[config.mk]
export PLATFORM = sky130hd
export DESIGN_NAME = dmem_access_ctrl
export DESIGN_NICKNAME = d
export VERILOG_FILES = /design/src/rtl/dmem_access_ctrl.sv
export SDC_FILE = /design/constraint.sdc
export NUM_CORES = 1
export LEC_CHECK = 0
export ABC_AREA = 1
export CELL_PAD_IN_SITES_DETAIL_PLACEMENT = 1
export CELL_PAD_IN_SITES_GLOBAL_PLACEMENT = 1
export CORE_MARGIN = 2
export CORE_UTILIZATION = 31
export CTS_CLUSTER_DIAMETER = 120
export CTS_CLUSTER_SIZE = 24
export DETAILED_ROUTE_END_ITERATION = 12
export GPL_TIMING_DRIVEN = 1
export PLACE_DENSITY_LB_ADDON = 0.25
export SYNTH_ARGS = -nofsm -noshare
export SYNTH_HDL_FRONTEND = slang
export SYNTH_SLANG_ARGS = --single-unit
export TNS_END_PERCENT = 100
[constraint.sdc]
create_clock -name clk -period 3.27 [get_ports clk]
set_input_delay 0.4905 -clock clk [delete_from_list [all_inputs] [get_ports clk]]
set_output_delay 0.4905 -clock clk [all_outputs]
set_load 0.03 [all_outputs]
[src/rtl/dmem_access_ctrl.sv]
// Two-port round-robin sequencer in front of a word-wide data memory (RV32I load/store).
// Latency: grant in IDLE (cycle N); response at N+1 (reject), N+2 (load, SW), N+3 (SB/SH).
// Backpressure: one access in flight; requesters hold req until gnt, losers retry in the next IDLE.
//
// Ports:
//   clk, reset (async, active-low)
//   pN_req/we/funct3/addr/wdata  -> request from the LSU (N=0) and debug/DMA (N=1)
//   pN_gnt, pN_rvalid, pN_rdata, pN_err <- acceptance pulse and completion
//   mem_read/write/addr/wdata, mem_rdata <-> word memory (combinational read)
// Optional: DMEM_ACCESS_CTRL_STATS_EN adds saturating counters stat_p0_cnt,
//   stat_p1_cnt and stat_err_cnt.
module dmem_access_ctrl #(
  parameter int MEM_BYTES = 1024,
  parameter int ADDR_W    = 32
) (
  input  logic              clk,
  input  logic              reset,
`ifdef DMEM_ACCESS_CTRL_STATS_EN
  output logic [15:0]       stat_p0_cnt,
  output logic [15:0]       stat_p1_cnt,
  output logic [15:0]       stat_err_cnt,
`endif
  input  logic              p0_req,
  input  logic              p0_we,
  input  logic [2:0]        p0_funct3,
  input  logic [ADDR_W-1:0] p0_addr,
  input  logic [31:0]       p0_wdata,
  output logic              p0_gnt,
  output logic              p0_rvalid,
  output logic [31:0]       p0_rdata,
  output logic              p0_err,
  input  logic              p1_req,
  input  logic              p1_we,
  input  logic [2:0]        p1_funct3,
  input  logic [ADDR_W-1:0] p1_addr,
  input  logic [31:0]       p1_wdata,
  output logic              p1_gnt,
  output logic              p1_rvalid,
  output logic [31:0]       p1_rdata,
  output logic              p1_err,
  output logic              mem_read,
  output logic              mem_write,
  output logic [ADDR_W-1:0] mem_addr,
  output logic [31:0]       mem_wdata,
  input  logic [31:0]       mem_rdata
);

  typedef enum logic [1:0] {IDLE, RD, WR, RESP} state_t;

  state_t              state_q, state_d;
  logic                last_q, last_d;     // port granted most recently
  logic                port_q, port_d;
  logic                we_q, we_d;
  logic                err_q, err_d;
  logic [2:0]          f3_q, f3_d;
  logic [ADDR_W-1:0]   addr_q, addr_d;
  logic [31:0]         wdata_q, wdata_d;
  logic [31:0]         word_q, word_d;     // memory word captured at the end of RD

  // Arbitration: a lone requester wins; on contention the port not served last wins.
  logic                any_req, sel;
  logic                sel_we;
  logic [2:0]          sel_f3;
  logic [ADDR_W-1:0]   sel_addr;
  logic [31:0]         sel_wdata;
  logic                gnt;

  assign any_req   = p0_req | p1_req;
  assign sel       = (p0_req & p1_req) ? ~last_q : p1_req;
  assign sel_we    = sel ? p1_we     : p0_we;
  assign sel_f3    = sel ? p1_funct3 : p0_funct3;
  assign sel_addr  = sel ? p1_addr   : p0_addr;
  assign sel_wdata = sel ? p1_wdata  : p0_wdata;
  assign gnt       = reset & (state_q == IDLE) & any_req;
  assign p0_gnt    = gnt & ~sel;
  assign p1_gnt    = gnt & sel;

  // Acceptance checks on the selected request.
  logic [1:0]        size_m1;
  logic [ADDR_W:0]   last_byte;   // one bit wider so addr+size-1 cannot wrap
  logic              misal, oor, illegal;

  always_comb begin
    size_m1 = 2'd3;
    case (sel_f3[1:0])
      2'b00:   size_m1 = 2'd0;
      2'b01:   size_m1 = 2'd1;
      default: size_m1 = 2'd3;
    endcase
  end

  assign last_byte = {1'b0, sel_addr} + {{(ADDR_W-1){1'b0}}, size_m1};
  assign oor       = last_byte >= (ADDR_W+1)'(MEM_BYTES);
  assign misal     = ((sel_f3[1:0] == 2'b01) & sel_addr[0]) |
                     ((sel_f3[1:0] == 2'b10) & (sel_addr[1:0] != 2'b00));
  assign illegal   = sel_we ? !(sel_f3 inside {3'b000, 3'b001, 3'b010})
                            : !(sel_f3 inside {3'b000, 3'b001, 3'b010, 3'b100, 3'b101});

  always_comb begin
    state_d = state_q;
    last_d  = last_q;
    port_d  = port_q;
    we_d    = we_q;
    err_d   = err_q;
    f3_d    = f3_q;
    addr_d  = addr_q;
    wdata_d = wdata_q;
    word_d  = word_q;
    case (state_q)
      IDLE: begin
        if (any_req) begin
          last_d  = sel;
          port_d  = sel;
          we_d    = sel_we;
          f3_d    = sel_f3;
          addr_d  = sel_addr;
          wdata_d = sel_wdata;
          err_d   = misal | oor | illegal;
          if (misal | oor | illegal)             state_d = RESP;
          else if (sel_we && sel_f3[1:0] == 2'b10) state_d = WR;   // SW needs no merge read
          else                                     state_d = RD;
        end
      end
      RD: begin
        word_d  = mem_rdata;
        state_d = we_q ? WR : RESP;
      end
      WR:      state_d = RESP;
      default: state_d = IDLE;
    endcase
  end

  always_ff @(posedge clk or negedge reset) begin
    if (!reset) begin
      state_q <= IDLE;
      last_q  <= 1'b1;     // so p0 wins the first contention
      port_q  <= 1'b0;
      we_q    <= 1'b0;
      err_q   <= 1'b0;
      f3_q    <= 3'b000;
      addr_q  <= '0;
      wdata_q <= '0;
      word_q  <= '0;
    end else begin
      state_q <= state_d;
      last_q  <= last_d;
      port_q  <= port_d;
      we_q    <= we_d;
      err_q   <= err_d;
      f3_q    <= f3_d;
      addr_q  <= addr_d;
      wdata_q <= wdata_d;
      word_q  <= word_d;
    end
  end

  // Store merge: only the addressed lane is replaced in the word read during RD.
  logic [31:0] merged;
  always_comb begin
    merged = word_q;
    case (f3_q[1:0])
      2'b00:   merged[{addr_q[1:0], 3'b000} +: 8] = wdata_q[7:0];
      2'b01:   merged[{addr_q[1], 4'b0000} +: 16] = wdata_q[15:0];
      default: merged = wdata_q;
    endcase
  end

  // Load lane extraction; funct3[2] selects zero extension.
  logic [7:0]  ld_byte;
  logic [15:0] ld_half;
  logic [31:0] ld_val;
  assign ld_byte = word_q[{addr_q[1:0], 3'b000} +: 8];
  assign ld_half = word_q[{addr_q[1], 4'b0000} +: 16];
  always_comb begin
    ld_val = word_q;
    case (f3_q[1:0])
      2'b00:   ld_val = f3_q[2] ? {24'h0, ld_byte} : {{24{ld_byte[7]}}, ld_byte};
      2'b01:   ld_val = f3_q[2] ? {16'h0, ld_half} : {{16{ld_half[15]}}, ld_half};
      default: ld_val = word_q;
    endcase
  end

  logic        in_resp;
  logic [31:0] resp_data;
  assign in_resp   = (state_q == RESP);
  assign resp_data = (in_resp && !we_q && !err_q) ? ld_val : 32'h0;

  assign p0_rvalid = in_resp & ~port_q;
  assign p1_rvalid = in_resp & port_q;
  assign p0_rdata  = port_q ? 32'h0 : resp_data;
  assign p1_rdata  = port_q ? resp_data : 32'h0;
  assign p0_err    = p0_rvalid & err_q;
  assign p1_err    = p1_rvalid & err_q;

  assign mem_read  = (state_q == RD);
  assign mem_write = (state_q == WR);
  assign mem_addr  = (mem_read | mem_write) ? {addr_q[ADDR_W-1:2], 2'b00} : '0;
  assign mem_wdata = mem_write ? merged : 32'h0;

`ifdef DMEM_ACCESS_CTRL_STATS_EN
  always_ff @(posedge clk or negedge reset) begin
    if (!reset) begin
      stat_p0_cnt  <= 16'h0;
      stat_p1_cnt  <= 16'h0;
      stat_err_cnt <= 16'h0;
    end else if (in_resp) begin
      if (!port_q && stat_p0_cnt != 16'hFFFF)  stat_p0_cnt  <= stat_p0_cnt + 16'h1;
      if (port_q && stat_p1_cnt != 16'hFFFF)   stat_p1_cnt  <= stat_p1_cnt + 16'h1;
      if (err_q && stat_err_cnt != 16'hFFFF)   stat_err_cnt <= stat_err_cnt + 16'h1;
    end
  end
`endif

endmodule

# Yosys cells after proc, flatten, opt, wreduce, memory -nomap -nowiden
# Index checks and enable logic that the tools add are counted.
classes:
  n_addsub: 3
  magnitude_cmp: 1
  eq_ne: 11
  n_shift: 6
  muxes: 23
  bitwise_logic: 19
  reduce_logical: 15
op_table:
  columns: ["op", "count"]
  rows:
  - ["32-bit two-way mux", 9]
  - ["32-bit case mux with 2 select lines", 2]
  - ["32-bit bitwise mux", 2]
  - ["32-bit by 2-bit adder with 33-bit output", 1]
  - ["33-bit by 11-bit greater-or-equal comparator with 1-bit output, second input constant", 1]
  - ["16-bit by 7-bit variable shift with 32-bit output, first input constant", 1]
  - ["8-bit by 7-bit variable shift with 32-bit output, first input constant", 1]
  - ["16-bit by 7-bit indexed part select with 32-bit output", 1]
  - ["32-bit by 6-bit indexed part select with 16-bit output", 1]
  - ["32-bit by 6-bit indexed part select with 8-bit output", 1]
  - ["8-bit by 7-bit indexed part select with 32-bit output", 1]
  - ["5-bit negator with 7-bit output", 2]
  - ["1-bit AND", 11]
  - ["2-bit by 1-bit == test with 1-bit output, second input constant", 3]
  - ["2-bit == test, second input constant", 3]
  - ["3-bit == test, second input constant", 2]
  - ["2-bit zero test", 3]
  - ["2-bit two-way mux", 3]
  - ["2-bit case mux with 3 select lines", 1]
  - ["1-bit bitwise OR", 5]
  - ["5-bit nonzero test", 1]
  - ["1-bit zero test", 4]
  - ["1-bit two-way mux", 4]
  - ["2-bit case mux with 2 select lines", 1]
  - ["10 further kinds", 14]
totals:
  regBits: 105
  inputBits: 172
  output_inout_bits: 136
  word_cells: 87

# Logic depth before layout (Yosys ltp)
# Gate-level depths: netlist of run 1.
logic_depth:
  word_depth: 12
  depth_mapped: 26
  mapped_depth_nobuf: 25

# Least setup slack after synthesis of run 1
# Ideal clock, no wire load.
synth_path:
  kind: "input port to flip-flop"
  startpoint: "input port p1_req"
  endpoint: "register state_q[0]"
  setup_time_ps: 117
  t_arrival_ps: 2716
  slack_ps: 438
  path_stages: 23
  path_buffers: 3
  path_cell_list: "buf_4 buf_2 buf_2 nand3_1 nand2_1 nor2_1 inv_1 ha_1 ha_1 inv_1 nand2_2 nand2_1 nor2_2 nand3_1 xor2_1 nor2_1 nand3_1 nor2_2 nand3_1 nand2_1 nand2_1 nand2_1 nand2_1"
synth_between:
  elab_chain_len: 12
  elab_cells_between_ends: 34
synth_lines:
  columns: ["element", "line_no", "text"]
  rows:
  - ["from (decl)", "32", "input logic p1_req,"]
  - ["1-bit AND", "69", "assign sel = (p0_req & p1_req) ? ~last_q : p1_req;"]
  - ["1-bit two-way mux", "69", null]
  - ["3-bit two-way mux", "71", "assign sel_f3 = sel ? p1_funct3 : p0_funct3;"]
  - ["2-bit by 1-bit == test with 1-bit output / 2-bit zero test (equally long branches)", "85, 94", null]
  - ["2-bit case mux with 2 select lines", "85", "case (sel_f3[1:0])"]
  - ["32-bit by 2-bit adder with 33-bit output", "92", "assign last_byte = {1'b0, sel_addr} + {{(ADDR_W-1){1'b0}}, size_m1};"]
  - ["33-bit by 11-bit greater-or-equal comparator with 1-bit output", "93", "assign oor = last_byte >= (ADDR_W+1)'(MEM_BYTES);"]
  - ["1-bit bitwise OR (2 in series)", "119", "if (misal | oor | illegal) state_d = RESP;"]
  - ["2-bit two-way mux", "119", null]
  - ["2-bit two-way mux", "111", "if (any_req) begin"]
  - ["2-bit case mux with 3 select lines", "109", "case (state_q)"]
  - ["to (signal assigned)", "145", "state_q <= state_d;"]
  - ["to (decl)", "50", "state_t state_q, state_d;"]
# Parallel ways exist; a longest one is shown, timed or not. The select of a mux whose other input is x is not followed.
# A chain may end at the register's enable or synchronous reset.

# Final worst setup path of run 1
layout_path:
  startpoint: "register addr_q[0]"
  endpoint: "output port mem_wdata[18]"
layout_between:
  elab_chain_len: 5
  elab_cells_between_ends: 6
layout_lines:
  columns: ["element", "line_no", "text"]
  rows:
  - ["from (decl)", "56", "logic [ADDR_W-1:0] addr_q, addr_d;"]
  - ["from (signal assigned)", "151", "addr_q <= addr_d;"]
  - ["5-bit negator with 7-bit output *", "162", "2'b00: merged[{addr_q[1:0], 3'b000} +: 8] = wdata_q[7:0];"]
  - ["8-bit by 7-bit indexed part select with 32-bit output / 8-bit by 7-bit variable shift with 32-bit output (equally long branches)", "162", null]
  - ["32-bit bitwise mux *", "162", null]
  - ["32-bit case mux with 2 select lines *", "161", "case (f3_q[1:0])"]
  - ["32-bit two-way mux *", "198", "assign mem_wdata = mem_write ? merged : 32'h0;"]
  - ["to (decl)", "44", "output logic [31:0] mem_wdata,"]
# Every way passes the cells marked *; elsewhere a longest branch is shown, timed or not.

==> reports/results.md, run 1 <==
| Metric | This run |
|:---|:---|
| Sort of element at the end of the critical path | primary output |
| Class of the tightest hold or removal check | in -> async |
| Fraction of the yosys area taken by sequential cells | 0.308 |
| Synthesized instance count | 1367 |
| Cell Rows | 60 |
| Most frequent cells in the layout | 343 x sky130_fd_sc_hd__nand2_1, 206 x sky130_fd_sc_hd__clkdlybuf4s50_1, 177 x sky130_fd_sc_hd__buf_4 |
| Layout-stage area growth over the synthesis result | 53.0% |
| Number of global-route vias before repair | 10900 |
| Overall fraction of global-route tracks in use | 0.272 |
| Clock latency of the later-clocked register in the worst-skew pair | 370 ps |
| Placed cell area | 0.0126 mm2 |
| GPL Wtd Cong | 0.942 |
| CTS Sinks | 105 |
| Via density per instance | 5.19 |
| CTS Root Buffer Type | sky130_fd_sc_hd__clkbuf_16 |
| Most used flip-flop cell after synthesis | sky130_fd_sc_hd__dfrtp_1 |
| Count of flip-flops with a built-in enable after synthesis | 0 |
| Internal power summed over all cells | 5.35 mW |
| Pre-CTS setup slack | -307 ps |
| Wire length of the first global-routing pass | 60600 um |
| Initial core utilization | 0.316 |
| Initial drt markers | 477 |
| Core utilization of the finished layout | 0.484 |
| Reported leakage power | 6.18 nW |
| Pin count of the biggest net entering global routing | 75 |
| Slew of the pin with the lowest slew margin | 732 ps |
| Post-route minimum period | 3120 ps |
| TritonCTS clock tree | built |
| CTS clk-pin slew, worst paths | 90 ps |
| Reg2reg setup slack | 280 ps |
| Worst ir drop on vdd | 0.000387 V |
| Grt total ovfl | 0 |
| Tightest slew margin relative to the limit | 0.512 |
| Part of the total power dissipated in sequential elements | 0.233 |
| Filler instances | 3506 |
| Worst-case clock skew | 10.6 ps |
| Final instance area | 0.0130 mm2 |
| Mean cell area of the mapped netlist | 6.23 um2 |
| TNS Setup | 0 ps |
| Category of the worst setup path launch point | register |
| NetSw | 5.94 mW |
| Core Region | 0.0270 mm2 |
| Outcome | completed |
| WP data arrival | 2630 ps |
| Cts hold-fix bufs | 0 |
| Initial DRT Pass Iterations | 5 |
| Antenna violations before repair | 4 |
| Startpoint of the lowest-slack register-to-register path | last_q |
| Number of max-slew violations in the final report | 0 |
| Count of H-tree levels built during CTS | 3 |
| Distinct cell type count after synthesis | 39 |
| PnR worst setup slack | 154 ps |
| Number of antenna-violating nets in the routed design | 0 |
| Die X-Extent | 170 um |
| Register cell area after layout | 0.00263 mm2 |
| Share of final-layout standard cells stronger than drive strength 1 | 0.165 |
| Combined area of all synthesized cells | 0.00852 mm2 |
| Required @ worst endpoint | 2780 ps |
| DIE HEIGHT | 170 um |
| Via count | 10700 |
| Die footprint | 0.0288 mm2 |
| Part of the power in the clock network | 0.102 |
| Terminus of the critical flop-to-flop path | state_q[0] |
| Post-detail-place hpwl | 31900 um |
| Async set-or-reset flop fraction in the synthesized netlist | 1.00 |
| Total Power Consumption | 11.3 mW |
| Number of synthesized register bits | 105 |
| Worst hold slack across all endpoints | 57.2 ps |
| Share of the cycle needed by the critical path after routing | 0.953 |
| Biggest fanout along the worst timing path | 9 |
| Cell count of the worst reg-to-reg path | 24 |
| Synth warnings | 0 |
| Sw Ratio | 0.526 |
| CTS Buf Count | 9 |
| Detailed-route wire length per cell | 19.2 um |
| Drc violations | 0 |
| Critical setup path kind | reg -> out |
| Commonest non-fill, non-tap cell in the layout | sky130_fd_sc_hd__nand2_1 |
| Number of ports placed on the die boundary | 308 |
| Total Routed Length | 39600 um |
| Number of nets in the layout | 1897 |
| Max capacitance violation total | 0 |
| Unrepaired setup endpoints after global routing | true |
| Instance count after placement with tap cells included | 2035 |
| Hold violation total from the final report | 0 |
| Area of combinational cells with multiple inputs | 0.00499 mm2 |
| Comb pwr share | 0.665 |
| CTS Buffer Depth | 2 |
| Pwr Density | 866 mW/mm2 |
| IO buf count | 305 |
| Max Clk Rate | 321 MHz |
| Setup-failing EPs final | 0 |
| Fin cells | 2063 |
## cell type report
class | instances | share of cell area
Multi-Input combinational cell | 1014 | 0.383
Timing Repair Buffer | 418 | 0.311
Sequential cell | 105 | 0.202
Inverter | 164 | 0.0478
Tap cell | 341 | 0.0327
Clock buffer | 9 | 0.0173
Clock inverter | 7 | 0.00537
Antenna cell | 4 | 0.000768
Timing Repair inverter | 1 | 0.000576
## cell families (layout without fill, tap and decap cells)
family / count (synthesis) / count (layout) / share of synthesized area
and+or+nand+nor: 640 / 640 / 0.312
adders and majority gates: 12 / 12 / 0.0176
muxes: 1 / 1 / 0.00132
other: 1 / 6 / 0.000440
AOI/OAI and AO/OA: 356 / 356 / 0.240
DFF: 105 / 105 / 0.308
buffers and inverters: 249 / 599 / 0.117
xor gates and xnor gates: 3 / 3 / 0.00308
## power groups by stage
stage                     logic [mW]  registers [mW]  clock network [mW]
final                           7.51            2.63                1.15
after global routing            8.20            2.69                1.22
after CTS                       7.36            2.59                1.19
after detailed placement        7.33            2.61                   0
after global placement          7.22            2.59                   0
after floorplan                 4.29            2.30                   0
## critical path, stage by stage (launching register included)
cell and delay, ps:
sky130_fd_sc_hd__dfrtp_2 410, sky130_fd_sc_hd__inv_1 110, sky130_fd_sc_hd__ha_2 430, sky130_fd_sc_hd__clkinvlp_4 220, sky130_fd_sc_hd__nor2_4 190, sky130_fd_sc_hd__inv_1 90
sky130_fd_sc_hd__nor3_1 140, sky130_fd_sc_hd__o21ai_0 90, sky130_fd_sc_hd__a21oi_1 330, sky130_fd_sc_hd__buf_4 230
## what timing repair did
| item | 4_1_cts | 5_1_grt |
|---|---|---|
| resized for setup | 3 | 40 |
| cloned | 0 | 1 |
| buffers inserted | 0 | 7 |
| endpoints found under the setup margin | 15 | 59 |
| pin swaps | 0 | 6 |
## flip-flops by register name, summed over array words and instances, names as in the netlist
signal,count
addr_q,32
err_q,1
f3_q,3
last_q,1
port_q,1
state_q,2
wdata_q,32
we_q,1
word_q,32
## cell usage after synthesis, types with 2 or more instances
master | instances | area (um2)
sky130_fd_sc_hd__a21oi_1 | 65 | 325
sky130_fd_sc_hd__a221oi_1 | 13 | 114
sky130_fd_sc_hd__a31oi_1 | 20 | 125
sky130_fd_sc_hd__buf_1 | 7 | 26.3
sky130_fd_sc_hd__buf_2 | 7 | 35.0
sky130_fd_sc_hd__buf_4 | 5 | 37.5
sky130_fd_sc_hd__buf_6 | 5 | 56.3
sky130_fd_sc_hd__clkbuf_1 | 61 | 229
sky130_fd_sc_hd__clkinv_1 | 2 | 7.51
sky130_fd_sc_hd__dfrtp_1 | 104 | 2600
sky130_fd_sc_hd__ha_1 | 12 | 150
sky130_fd_sc_hd__inv_1 | 159 | 597
sky130_fd_sc_hd__inv_2 | 3 | 11.3
sky130_fd_sc_hd__nand2_1 | 346 | 1300
sky130_fd_sc_hd__nand2_2 | 4 | 25.0
sky130_fd_sc_hd__nand3_1 | 64 | 320
sky130_fd_sc_hd__nand3b_1 | 15 | 113
sky130_fd_sc_hd__nand4_1 | 6 | 37.5
sky130_fd_sc_hd__nor2_1 | 174 | 653
sky130_fd_sc_hd__nor2_2 | 11 | 68.8
sky130_fd_sc_hd__nor2_4 | 2 | 22.5
sky130_fd_sc_hd__nor3_1 | 10 | 50.1
sky130_fd_sc_hd__nor3_2 | 3 | 30.0
sky130_fd_sc_hd__o211a_1 | 8 | 80.1
sky130_fd_sc_hd__o211ai_1 | 24 | 180
sky130_fd_sc_hd__o21ai_0 | 182 | 911
sky130_fd_sc_hd__o21ai_1 | 4 | 20.0
sky130_fd_sc_hd__o221ai_1 | 15 | 131
sky130_fd_sc_hd__o22ai_1 | 24 | 150
sky130_fd_sc_hd__xor2_1 | 3 | 26.3
## metal layers
| layer | part of all wire | GRT usage |
|---|---|---|
| met2 | 0.50 | 0.489 |
| met3 | 0.051 | 0.0381 |
| met1 | 0.42 | 0.332 |
| met4 | 0.032 | 0.0951 |
| met5 | 0 | 0 |
## how the worst max path moves through the flow
stage	start	endpoint	slack (ps)	depth (start not counted)
final	addr_q[0]	mem_wdata[18]	150	9
after global placement	p0_req	state_q[0]	-210	22
after CTS	addr_q[0]	mem_wdata[0]	20	7
after detailed placement	p0_req	state_q[0]	-310	22
after floorplan	p1_req	state_q[0]	440	23
after global routing	addr_q[1]	p0_rdata[18]	-60	16
(Power assumes the default switching activity.)
==> inputs of run 2 (changes only) <==
SLEW_MARGIN = 25   (was default)
==> results of run 2 <==
Final layout, timing and power as in run 1 (identical DEF).
==> inputs of run 3 (changes only) <==
ABC_AREA = default   (was 1)
CORE_UTILIZATION = 33   (was 31)
==> run 3 against run 2 <==
- first-iteration DRC count grew 35%
- critical path type is now reg -> reg
- critical path depth increased by 5
- non-clock buffer count down 1
- flip-flop and latch count unchanged
- count of clock-buffer cells in the layout up 2
- combinational power fell by 3.3%
- maximum frequency decreased by 3.9%
- via count decreased by 9.4%
- sequential power up 8.0%
- highest routed layer is now met5
- final cell count is 16% lower
- clock power fell by 7%
- synthesized cell count is 23% lower
==> reports/results.md, run 3 <==
| Metric | This run | Change |
|:---|:---|:---|
| Outcome | completed | unchanged |
| Commonest non-fill, non-tap cell in the layout | sky130_fd_sc_hd__clkdlybuf4s50_1 | was sky130_fd_sc_hd__nand2_1 |
| Number of nets in the layout | 1579 | was 1897 |
| Total Routed Length | 37100 um | was 39600 um |
| Layout-stage area growth over the synthesis result | 51.5% | was 53.0% |
| Post-synth top area cell | sky130_fd_sc_hd__dfrtp_1 | unchanged |
| Wire length of the first global-routing pass | 55400 um | was 60600 um |
| Largest incremental delay on the critical path | 600 ps | was 430 ps |
| Worst hold slack across all endpoints | 30.3 ps | was 57.2 ps |
| Count of flip-flops with a built-in enable after synthesis | 0 | unchanged |
| Overall fraction of global-route tracks in use | 0.268 | was 0.272 |
| Cell Rows | 58 | was 60 |
| Sort of element at the end of the critical path | register | was primary output |
| Via count | 9689 | was 10700 |
| Initial drt markers | 646 | was 477 |
| Die X-Extent | 165 um | was 170 um |
| Drc violations | 0 | unchanged |
| Largest cells by area after synthesis | sky130_fd_sc_hd__dfrtp_1 31%, sky130_fd_sc_hd__mux2i_1 11%, sky130_fd_sc_hd__o21ai_0 6.2%, sky130_fd_sc_hd__nand2_1 5.7%, sky130_fd_sc_hd__nor2_1 4.3% | was sky130_fd_sc_hd__dfrtp_1 31%, sky130_fd_sc_hd__nand2_1 15%, sky130_fd_sc_hd__o21ai_0 11%, sky130_fd_sc_hd__nor2_1 7.7%, sky130_fd_sc_hd__inv_1 7.0% |
| Category of the worst setup path launch point | register | unchanged |
| Die footprint | 0.0272 mm2 | was 0.0288 mm2 |
| Largest registers in the final layout | addr_q: 32 flops, wdata_q: 32 flops, word_q: 32 flops | unchanged |
| Mean cell area of the mapped netlist | 8.16 um2 | was 6.23 um2 |
| Max Clk Rate | 308 MHz | was 321 MHz |
| Antenna violations before repair | 1 | was 4 |
| Number of buffers and inverters on the critical path | 1 | was 4 |
| Number of ports placed on the die boundary | 308 | unchanged |
| Peak-usage layer in the global routing report | met2 | unchanged |
| Async set-or-reset flop fraction in the synthesized netlist | 1.00 | unchanged |
| CTS clk-pin slew, worst paths | 80 ps | was 90 ps |
| Number of diodes added for antenna fixing | 0 | was 4 |
| Grt total ovfl | 0 | unchanged |
| Clock latency of the later-clocked register in the worst-skew pair | 360 ps | was 370 ps |
| Combined area of all synthesized cells | 0.00853 mm2 | was 0.00852 mm2 |
| Max stage delay cell, worst path | sky130_fd_sc_hd__dfstp_2 | was sky130_fd_sc_hd__ha_2 |
| Synth warnings | 0 | unchanged |
| Cell Chain, Critical Path | a21bo_4 -> mux2i_2 -> nand2_1 -> ha_4 -> ha_4 -> a21o_1 -> and4_4 -> buf_4 -> nor2_4 -> nor4b_4 -> xnor2_1 -> nor4_1 -> and4_2 -> a31oi_1 | was inv_1 -> ha_2 -> clkinvlp_4 -> nor2_4 -> inv_1 -> nor3_1 -> o21ai_0 -> a21oi_1 -> buf_4 |
| Instance count after placement with tap cells included | 1706 | was 2035 |
| Max capacitance violation total | 0 | unchanged |
| Cell with the most instances after synthesis | sky130_fd_sc_hd__nand2_1 | unchanged |
| Number of antenna-violating nets in the routed design | 0 | unchanged |
| Share of the cycle needed by the critical path after routing | 0.992 | was 0.953 |
| Met1 usage | 0.330 | was 0.332 |
| Post-synth top area share | 0.305 | about the same |
| Top cells by instance count after synthesis | 129 x sky130_fd_sc_hd__nand2_1, 105 x sky130_fd_sc_hd__o21ai_0, 104 x sky130_fd_sc_hd__dfrtp_1 | was 346 x sky130_fd_sc_hd__nand2_1, 182 x sky130_fd_sc_hd__o21ai_0, 174 x sky130_fd_sc_hd__nor2_1 |
| Post-route minimum period | 3240 ps | was 3120 ps |
| Number of max-slew violations in the final report | 0 | unchanged |
| Reported leakage power | 5.65 nW | was 6.18 nW |
| Unrepaired setup endpoints after global routing | true | unchanged |
| CTS Sinks | 105 | unchanged |
| Setup-failing EPs final | 0 | unchanged |
| Post-detail-place hpwl | 29300 um | was 31900 um |
| Most used flip-flop cell after synthesis | sky130_fd_sc_hd__dfrtp_1 | unchanged |
| Initial DRT Pass Iterations | 5 | unchanged |
| Most frequent cells in the layout | 207 x sky130_fd_sc_hd__clkdlybuf4s50_1, 170 x sky130_fd_sc_hd__buf_4, 129 x sky130_fd_sc_hd__nand2_1 | was 343 x sky130_fd_sc_hd__nand2_1, 206 x sky130_fd_sc_hd__clkdlybuf4s50_1, 177 x sky130_fd_sc_hd__buf_4 |
| PnR worst setup slack | 25.9 ps | was 154 ps |
| GPL Wtd Cong | 0.903 | was 0.942 |
| Cell family with the largest share of critical-path delay | simple AND/OR/NAND/NOR gates | was buffers and inverters |
| IO buf count | 305 | unchanged |
| Class of the tightest hold or removal check | in -> async | unchanged |
| DIE HEIGHT | 165 um | was 170 um |
| CTS Buf Count | 9 | unchanged |
| Worst ir drop on vdd | 0.000706 V | was 0.000387 V |
| Distinct cell type count after synthesis | 65 | was 39 |
| Fraction of the yosys area taken by sequential cells | 0.308 | about the same |
| Core utilization of the finished layout | 0.512 | was 0.484 |
| Detailed-route wire length per cell | 21.5 um | was 19.2 um |
| TritonCTS clock tree | built | unchanged |
| Fin cells | 1730 | was 2063 |
| Biggest fanout along the worst timing path | 4 | was 9 |
| Worst-case clock skew | 13.2 ps | was 10.6 ps |
| Number of synthesized register bits | 105 | unchanged |
| Number of global-route vias before repair | 9710 | was 10900 |
| Critical setup path kind | reg -> reg | was reg -> out |
| Pin count of the biggest net entering global routing | 86 | was 75 |
| Hold violation total from the final report | 0 | unchanged |
| M2 GR Usage | 0.478 | was 0.489 |
| Pwr Density | 864 mW/mm2 | was 866 mW/mm2 |
| CTS Root Buffer Type | sky130_fd_sc_hd__clkbuf_16 | unchanged |
| Count of H-tree levels built during CTS | 3 | unchanged |
| Met3 global-route usage | 0.0422 | was 0.0381 |
| Slew of the pin with the lowest slew margin | 723 ps | was 732 ps |
| Most used cell along the critical path | sky130_fd_sc_hd__ha_4 | was sky130_fd_sc_hd__inv_1 |
| CTS Buffer Depth | 2 | unchanged |
| Via density per instance | 5.60 | was 5.19 |
| Required @ worst endpoint | 3490 ps | was 2780 ps |
| WP data arrival | 3460 ps | was 2630 ps |
| Tightest slew margin relative to the limit | 0.518 | was 0.512 |
| Pre-CTS setup slack | -642 ps | was -307 ps |
| Initial core utilization | 0.338 | was 0.316 |
| Cts hold-fix bufs | 0 | unchanged |
| Synthesized instance count | 1046 | was 1367 |
| Share of final-layout standard cells stronger than drive strength 1 | 0.205 | was 0.165 |
| Core Region | 0.0253 mm2 | was 0.0270 mm2 |
## run 3: cell types whose count changed in the layout (fill, tap and decap cells not counted), moves of 20 or more
cell,delta
sky130_fd_sc_hd__a21oi_1,-20
sky130_fd_sc_hd__and2_1,+35
sky130_fd_sc_hd__dlygate4sd2_1,+24
sky130_fd_sc_hd__inv_1,-138
sky130_fd_sc_hd__mux2_2,+30
sky130_fd_sc_hd__mux2i_1,+91
sky130_fd_sc_hd__nand2_1,-214
sky130_fd_sc_hd__nand3_1,-43
sky130_fd_sc_hd__nor2_1,-71
sky130_fd_sc_hd__nor2b_1,+28
sky130_fd_sc_hd__o211ai_1,-21
sky130_fd_sc_hd__o21ai_0,-71
## run 3: per-stage QoR
stage          power [mW]  TNS [ps]  area (um2)
2_1_floorplan        7.00      -339        8580
3_3_place_gp         9.84     -1370       12400
3_5_place_dp         9.97     -1910       12400
4_1_cts              11.1         0       12800
5_1_grt              12.0      -194       12900
6_report             11.2         0       12900
## run 3: worst reg2reg max path: stages (launching register included)
cell and delay [ps]:
sky130_fd_sc_hd__dfstp_2 600, sky130_fd_sc_hd__a21bo_4 200, sky130_fd_sc_hd__mux2i_2 250, sky130_fd_sc_hd__nand2_1 130, sky130_fd_sc_hd__ha_4 200, sky130_fd_sc_hd__ha_4 170
sky130_fd_sc_hd__a21o_1 160, sky130_fd_sc_hd__and4_4 170, sky130_fd_sc_hd__buf_4 140, sky130_fd_sc_hd__nor2_4 160, sky130_fd_sc_hd__nor4b_4 70, sky130_fd_sc_hd__xnor2_1 150
sky130_fd_sc_hd__nor4_1 280, sky130_fd_sc_hd__and4_2 330, sky130_fd_sc_hd__a31oi_1 90
## run 3: kinds of logic (layout without fill, tap and decap cells)
family | Yosys count | after routing | share of synthesized area
DFF | 105 | 105 | 0.308
AOI/OAI and AO/OA | 267 | 267 | 0.198
buffers and inverters | 100 | 453 | 0.0494
muxes | 133 | 133 | 0.174
other | 1 | 2 | 0.000440
xor gates and xnor gates | 15 | 15 | 0.0154
and+or+nand+nor | 411 | 411 | 0.235
adders and majority gates | 14 | 14 | 0.0199
## run 3: per-layer routing
metal	up-vias	routed length, um
met5	-	12
met3	65	2170
met4	2	1070
li1	4531	-
met1	4720	15100
met2	371	18800
## run 3: cell type report
cell class	instances	area, um2
inverter	20	80.1
timing repair buffer	417	3840
tap	330	413
fill	3021	12300
clock buffer	11	243
multi-input combinational	842	5690
clock inverter	5	40.0
sequential	105	2630
## run 3: final timing paths
kind                            start          to  slack [ps]  cells after the start
max                            last_q  state_q[1]          30                     14
min in group clk           addr_q[11]  addr_q[11]         480                      2
min                             reset  word_q[16]          30                      1
max reg2reg                    last_q  state_q[1]          30                     14
max in group asynchronous       reset     f3_q[1]        2210                      2
min reg2reg                addr_q[11]  addr_q[11]         480                      2
## run 3: power by group
| part | switching, mW | internal, mW | leakage (nW) | total (mW) |
|---|---|---|---|---|
| sequential | 0.886 | 1.96 | 1.27 | 2.84 |
| combinational | 4.26 | 3.00 | 4.25 | 7.26 |
| clock | 0.530 | 0.545 | 0.134 | 1.07 |
| total | 5.67 | 5.50 | 5.65 | 11.2 |
## run 3: timing repair
action / in CTS / in global routing
pin swaps: 5 / 13
setup buffers: 2 / 6
gates resized for setup: 45 / 26
endpoints found under the setup margin: 35 / 24
